## config.mk

```make
export PLATFORM = sky130hd
export DESIGN_NAME = ps2_host_tx
export DESIGN_NICKNAME = d
export VERILOG_FILES = /design/src/rtl/ps2_host_tx.sv
export SDC_FILE = /design/constraint.sdc
export NUM_CORES = 1
export LEC_CHECK = 0
export ABC_AREA = 0
export BUFFER_PORTS_ARGS = -buffer_cell sky130_fd_sc_hd__buf_2
export CAP_MARGIN = 15
export CORE_MARGIN = 2
export CORE_UTILIZATION = 40
export CTS_CLUSTER_DIAMETER = 200
export DETAILED_ROUTE_END_ITERATION = 8
export PLACE_DENSITY = 0.6
export SETUP_SLACK_MARGIN = 0.2
export SYNTH_ARGS = -nofsm -noshare
export SYNTH_HDL_FRONTEND = slang
export SYNTH_SLANG_ARGS = --single-unit
```

## constraint.sdc

```tcl
create_clock -name clk -period 3.7 [get_ports clk]
set_clock_uncertainty 0.05 [all_clocks]
set_input_delay 0.37 -clock clk [delete_from_list [all_inputs] [get_ports clk]]
set_output_delay 0.37 -clock clk [all_outputs]
set_load 0.1 [all_outputs]
```

## src/rtl/ps2_host_tx.sv

```systemverilog
// ps2_host_tx: PS/2 host-to-device command transmitter (inhibit, request-to-send, shift, ack).
module ps2_host_tx #(
  parameter int INHIBIT_CYCLES = 5000,
  parameter int RTS_CYCLES     = 250,
  parameter int TIMEOUT_CYCLES = 1000000
) (
  input  logic       clk,
  input  logic       reset,
  input  logic [7:0] tx_data,
  input  logic       tx_valid,
  output logic       tx_ready,
  input  logic       ps2_clk_in,
  input  logic       ps2_dat_in,
  output logic       ps2_clk_oe,
  output logic       ps2_dat_oe,
  output logic       busy,
  output logic       tx_done,
  output logic       tx_error
);
  localparam int M1   = INHIBIT_CYCLES > RTS_CYCLES ? INHIBIT_CYCLES : RTS_CYCLES;
  localparam int MAXP = TIMEOUT_CYCLES > M1 ? TIMEOUT_CYCLES : M1;
  localparam int CW   = $clog2(MAXP + 1);
  typedef enum logic [2:0] {IDLE, INHIBIT, RTS, SHIFT, ACK, WAIT_IDLE} state_t;
  state_t        state_q;
  logic [1:0]    clk_sync_q, dat_sync_q;
  logic          clk_prev_q;
  logic [CW-1:0] cnt_q;
  logic [3:0]    n_q;
  logic [9:0]    sh_q;
  logic          tx_ready_q, clk_oe_q, dat_oe_q, busy_q, tx_done_q, tx_error_q;
  logic          fall, dat_s, timeout;
  assign fall       = clk_prev_q & ~clk_sync_q[1];
  assign dat_s      = dat_sync_q[1];
  assign timeout    = cnt_q == CW'(TIMEOUT_CYCLES - 1);
  assign tx_ready   = tx_ready_q;
  assign ps2_clk_oe = clk_oe_q;
  assign ps2_dat_oe = dat_oe_q;
  assign busy       = busy_q;
  assign tx_done    = tx_done_q;
  assign tx_error   = tx_error_q;
  // Lines idle high, so the synchronizer resets to 1 to avoid a false falling edge.
  always_ff @(posedge clk) begin
    if (reset) begin
      clk_sync_q <= 2'b11;
      dat_sync_q <= 2'b11;
      clk_prev_q <= 1'b1;
    end else begin
      clk_sync_q <= {clk_sync_q[0], ps2_clk_in};
      dat_sync_q <= {dat_sync_q[0], ps2_dat_in};
      clk_prev_q <= clk_sync_q[1];
    end
  end
  always_ff @(posedge clk) begin
    if (reset) begin
      state_q    <= IDLE;
      cnt_q      <= '0;
      n_q        <= '0;
      sh_q       <= '0;
      tx_ready_q <= 1'b0;
      clk_oe_q   <= 1'b0;
      dat_oe_q   <= 1'b0;
      busy_q     <= 1'b0;
      tx_done_q  <= 1'b0;
      tx_error_q <= 1'b0;
    end else begin
      tx_done_q  <= 1'b0;
      tx_error_q <= 1'b0;
      cnt_q      <= (cnt_q == {CW{1'b1}}) ? cnt_q : cnt_q + CW'(1);
      case (state_q)
        IDLE: begin
          if (tx_valid && tx_ready_q) begin
            state_q    <= INHIBIT;
            sh_q       <= {1'b1, ~^tx_data, tx_data};
            cnt_q      <= '0;
            tx_ready_q <= 1'b0;
            busy_q     <= 1'b1;
            clk_oe_q   <= 1'b1;
          end else begin
            tx_ready_q <= 1'b1;
          end
        end
        INHIBIT: begin
          if (cnt_q == CW'(INHIBIT_CYCLES - 1)) begin
            state_q  <= RTS;
            dat_oe_q <= 1'b1;
            cnt_q    <= '0;
          end
        end
        RTS: begin
          if (cnt_q == CW'(RTS_CYCLES - 1)) begin
            state_q  <= SHIFT;
            clk_oe_q <= 1'b0;
            cnt_q    <= '0;
            n_q      <= '0;
          end
        end
        SHIFT: begin
          if (fall) begin
            cnt_q    <= '0;
            dat_oe_q <= ~sh_q[0];
            sh_q     <= {1'b0, sh_q[9:1]};
            n_q      <= n_q + 4'd1;
            if (n_q == 4'd9) state_q <= ACK;
          end else if (timeout) begin
            state_q    <= IDLE;
            dat_oe_q   <= 1'b0;
            busy_q     <= 1'b0;
            tx_ready_q <= 1'b1;
            tx_error_q <= 1'b1;
          end
        end
        ACK: begin
          if (fall) begin
            cnt_q <= '0;
            if (!dat_s) begin
              state_q <= WAIT_IDLE;
            end else begin
              state_q    <= IDLE;
              busy_q     <= 1'b0;
              tx_ready_q <= 1'b1;
              tx_error_q <= 1'b1;
            end
          end else if (timeout) begin
            state_q    <= IDLE;
            dat_oe_q   <= 1'b0;
            busy_q     <= 1'b0;
            tx_ready_q <= 1'b1;
            tx_error_q <= 1'b1;
          end
        end
        WAIT_IDLE: begin
          if (clk_sync_q[1] && dat_s) begin
            state_q    <= IDLE;
            busy_q     <= 1'b0;
            tx_ready_q <= 1'b1;
            tx_done_q  <= 1'b1;
          end else if (fall) begin
            cnt_q <= '0;
          end else if (timeout) begin
            state_q    <= IDLE;
            dat_oe_q   <= 1'b0;
            busy_q     <= 1'b0;
            tx_ready_q <= 1'b1;
            tx_error_q <= 1'b1;
          end
        end
        default: begin
          state_q    <= IDLE;
          clk_oe_q   <= 1'b0;
          dat_oe_q   <= 1'b0;
          busy_q     <= 1'b0;
        end
      endcase
    end
  end
endmodule

```

---- Word level (Yosys, flattened, before mapping) ----
Cells that the tools add are included.
operators by class
  $add $sub $neg .......................... 2
  multiply operators ...................... 0
  div/mod/pow operators ................... 0
  magnitude comparators ................... 0
  eq/ne operators ......................... 18
  shifts and indexed selects .............. 0
  muxes and demuxes ....................... 53
  bitwise gates (word level) .............. 7
  reductions and logical operators ........ 19
operator list
  kind                   number
  $mux 20                6
  $pmux 20 s5            1
  $eq 20x20->1 const B   2
  $mux 3                 10
  $mux 1                 24
  $add 20x1->20 const B  1
  $eq 20x13->1 const B   1
  $eq 20x8->1 const B    1
  $mux 10                2
  $pmux 10 s2            1
  $pmux 3 s6             1
  $reduce_and 3->1       5
  $ne 2x2->1 const B     5
  $pmux 1 s5             2
  $ne 3x3->1 const B     3
  $mux 4                 2
  $pmux 4 s2             1
  $reduce_or 2->1        4
  $reduce_xnor 8->1      1
  $eq 3x2->1 const B     2
  $eq 3x3->1 const B     2
  $not 1->1              6
  $pmux 1 s3             2
  $reduce_and 5->1       1
  other kinds (11)       13
storage, ports and cells
  flip-flop bits (word level) ............. 48
  latch bits .............................. 0
  memory bits (writable) .................. 0
  bits in read-only memories .............. 0
  input port bits ......................... 13
  memories ................................ 0

---- Depth between registers and ports, before layout ----
  depth after elaboration ................. 5
  depth in mapped cells ................... 8
  gate-level depth less buffers ........... 7

---- Least setup slack after synthesis ----
OpenSTA, ideal clock, no wires.
  path kind ............................... register to register
  start ................................... register tx_ready_q (netlist: tx_ready)
  end ..................................... register sh_q[3]
  arrival ................................. 2.294 ns
  setup slack ............................. 1.265 ns
  cell stages (with the launch flop) ...... 8
  path buffers ............................ 2
  clock period less this slack ............ 2.435 ns
  path through ............................ dfxtp_1 > nand2_1 > nor4_1 > nand2b_1 > buf_2 > buf_2 > nor2_1 > a311oi_1
on the way
  longest elaborated chain between the ends .. 3
ends and longest elaborated chain
  what                               RTL line  text
  from (decl)                        30        logic tx_ready_q, clk_oe_q, dat_oe_q, busy_q, tx_done_q, tx_error_q;
  from (signal assigned)             59        tx_ready_q <= 1'b0;
  from (signal assigned)             75        tx_ready_q <= 1'b0;
  from (signal assigned)             79        tx_ready_q <= 1'b1;
  $logic_and 1x1->1                  71        if (tx_valid && tx_ready_q) begin
  $ne 2x2->1 (no source line)        -
  $reduce_and 3->1 (no source line)  -
  to (signal assigned)               73        sh_q <= {1'b1, ~^tx_data, tx_data};
  to (signal assigned)               101       sh_q <= {1'b0, sh_q[9:1]};
  to (decl)                          29        logic [9:0] sh_q;
Every way passes these cells.
A chain may end at the register's enable or synchronous reset.

---- Worst setup path after layout ----
  start ................................... register cnt_q[12]
  end ..................................... register cnt_q[14]
on the way
  longest elaborated chain between the ends .. 5
  elaborated cells on any way between the ends .. 11
  classes of those cells .................. add/sub: 1; eq/ne: 3; mux: 7
ends and longest elaborated chain
  what                                                  RTL line      text
  from (decl)                                           27            logic [CW-1:0] cnt_q;
  from (signal assigned)                                68            cnt_q <= (cnt_q == {CW{1'b1}}) ? cnt_q : cnt_q + CW'(1);
  $add 20x1->20 / $eq 20x20->1 (equally long branches)  68
  $mux 20                                               68
  $mux 20                                               98, 113, 137
  $mux 20                                               132           if (clk_sync_q[1] && dat_s) begin
  $pmux 20 s5 *                                         69            case (state_q)
Mark *: on every way between the ends. The rest lies on a longest branch, timed or not.

==> flow_summary_export.csv <==
group,metric,value,unit
sta,rsz0062_at_grt,"false",
global_routing,track_usage,17.5,%
floorplanning,num_rows,29,
placed_design,io_buffer_count,18,
sta,final-hold-violation-count,0,
floorplanning,core_area,6390,µm²
synthesis,synth.net_count,339,
sta,max_slew.worst_pin.slew,0.942,ns
setup_path,r2r_slack,1.29,ns
power,cellPowerDensity,546,nW/µm²
floorplanning,fp.dieH,85.6,µm
drt,first_iter_violations,95,
finish,final_common_cell,"dfxtp_1",
drt,drc,0,
synthesis,synth_cell_type_count,58,
setup_path,worst-path-stages,5,
setup_path,path_buf_inv,0,
hold_path,hold-path-cell-count,2,
drt,final_antenna_net_count,0,
sta,tns,0,ns
setup_path,slowest_delay,0.61,ns
drt,dr.pass1.iters,4,
setup_path,slowest_stage,"or4b_2",
sta,period_needed,2.41,ns
finish,layout.nets,347,
finish,syn_to_final_growth,7.42,%
finish,drive_gt1_share,14.8,%
synthesis,yosysTopAreaCellShare,36.1,%
synthesis,syn_area,2660,µm²
synthesis,ys_async_sr_fraction,0,%
setup_path,crit_arrival,2.53,ns
cts,clock-sinks,48,
outcome,status,"finished clean",
placed_design,hpwl,4.15,mm
sta,fin_crit_sh,65.2,%
cts,cts_buffers,5,
cts,cts_resized,0,
setup_path,crit_chain,"or4b_2 > nor4_1 > a211o_1 > a31o_2 > nor3_1",
setup_path,rr_startpoint,"cnt_q[12]",
setup_path,required,3.82,ns
finish,final_cell_mix,"dfxtp_1 (48), nor2_1 (43), nand2_1 (25)",
synthesis,ys_seq_elements,48,
hold_path,hold_end,"dat_sync_q[0]",
sta,max_freq,415,MHz
synthesis,yosys_warnings,0,
cts,clk_path_buf_depth,2,
synthesis,synth_area_per_cell,8.27,µm²
cts,postCtsSetupRepairBufs,0,
setup_path,path_max_fanout,20,
drt,avgRoutedWirePerCell,14.8,µm
global_routing,antenna_found_initial,0,
cts,holdBufCountCts,0,
setup_path,regToRegEndpoint,"cnt_q[14]",
synthesis,yosys.area.top_type,"dfxtp_1",
job,timing.max_cap.violations,0,
setup_path,critPathLaunchType,"flop",
floorplanning,start_util,41.7,%
cts,worst_skew_pair.late_latency,0.30,ns
synthesis,synth-edff-count,0,
synthesis,synthTopCellsByArea,"dfxtp_1 (36%), nor2_1 (6.1%), a21oi_1 (4.5%)",
setup_path,r2r_cells,5,
floorplanning,die_w,85.6,µm
power,vdd_drop_max,0.445,mV
synthesis,synth-seq-area-share,36.1,%
floorplanning,io_pins,19,
setup_path,cp_top_family,"simple AND/OR/NAND/NOR gates",
global_routing,grt_pass1_vias,2220,
global_routing,grt_pass1_wl,10.4,mm
placed_design,place.gp.congestion,0.871,
synthesis,syn-instance-count,322,
cts,cts_root_buf,"clkbuf_8",
drt,num_vias,2348,
hold_path,min_from,"ps2_dat_in",
setup_path,endpoint_kind,"flop",
sta,max_slew_margin,37.1,%
floorplanning,die-area,7330,µm²
cts,htreeDepth,2,
sta,timing.hold.ws,0.201,ns
power,p_leak,1.03,nW
hold_path,hold_path.class,"in2reg",
drt,via_per_inst,5.75,
setup_path,path_class,"reg2reg",
cts,cts_tree,"done",
sta,final-setup-viol-count,0,
global_routing,grt_max_degree,32,
sta,timing.final.max_slew_violations,0,
finish,diodes,0,
global_routing,grt-ovfl-total,0,
synthesis,yosys_most_used_dff,"dfxtp_1",
cts,cts.clk_slew.worst_paths,0.09,ns
drt,totalWireLength,6.02,mm
==> worst max path at each step <==
| stage | from | slack (ns) | to |
|---|---|---|---|
| global route | state_q[1] | 1.07 | sh_q[8] |
| detailed placement | state_q[1] | 1.33 | cnt_q[17] |
| finish | cnt_q[12] | 1.29 | cnt_q[14] |
| CTS | state_q[1] | 1.30 | cnt_q[14] |
| global placement | state_q[1] | 1.38 | cnt_q[17] |
| floorplan | tx_ready | 1.26 | sh_q[3] |
==> sequential cells by signal, indices dropped and copies added (netlist names) <==
signal / cells
dat_sync_q: 2
clk_prev_q: 1
state_q: 3
cnt_q: 20
tx_ready: 1
n_q: 4
tx_done: 1
sh_q: 10
clk_sync_q: 2
ps2_dat_oe: 1
ps2_clk_oe: 1
busy: 1
tx_error: 1
==> metrics by stage <==
step	area [µm²]	util (%)	total power, mW	setup WS [ns]	instances
after global routing	2860	44.8	1.66	1.07	408
after detailed placement	2750	43.1	1.20	1.33	400
after global placement	2750	43.1	1.20	1.38	400
after CTS	2860	44.8	1.58	1.30	408
after floorplan	2660	-	1.10	1.26	322
final	2860	44.8	1.56	1.29	408
==> worst register-to-register path: cells and delay by family, from the launching register on <==
kind,cells,cell delay [ns]
and+or+nand+nor,3,1.05
AOI/OAI and AO/OA,2,0.74
DFF,1,0.45
==> routing by layer <==
layer	GRT usage, %	vias up	part of all wire (%)
li1	-	1193	-
met3	3.27	7	4.0
met4	5.92	0	1.1
met5	0	-	0
met1	23.5	1105	49
met2	28.1	43	46
==> where the power goes <==
part / switching (mW) / internal, mW
Combinational: 0.340 / 0.168
Sequential: 0.0940 / 0.590
Clock: 0.170 / 0.201
Total: 0.603 / 0.959
==> final cells by class <==
cell class,instances,area (µm²)
clock inverters,2,35.0
fillers,663,3520
clock buffers,6,72.6
multi-input cells,249,1570
repair buffers,21,113
inverters,5,18.8
flip-flops and latches,48,961
well taps,77,96.3
==> synthesized netlist by cell type, types with 4 or more instances <==
cell,number
nand3_1,18
a21oi_1,24
nor2_1,43
nand2b_1,4
inv_1,5
nor4_1,9
xor2_1,6
nor3_1,8
a311oi_1,10
or3_1,5
buf_2,5
or2_2,6
o21ai_0,9
xnor2_1,13
nor2b_1,5
nand2_1,25
ha_1,4
clkbuf_1,11
dfxtp_1,48
nand4_1,5
==> kinds of logic (layout without fill, tap and decap cells) <==
| family | Yosys count | after routing | share of synthesized area [%] |
|---|---|---|---|
| buf+inv | 25 | 34 | 5.17 |
| mux | 2 | 2 | 0.752 |
| compound gates | 75 | 75 | 19.6 |
| xor+xnor | 19 | 19 | 6.25 |
| flops | 48 | 48 | 36.1 |
| simple gates | 149 | 149 | 30.2 |
| fa+ha+maj | 4 | 4 | 1.88 |
(Power assumes the default switching activity.)
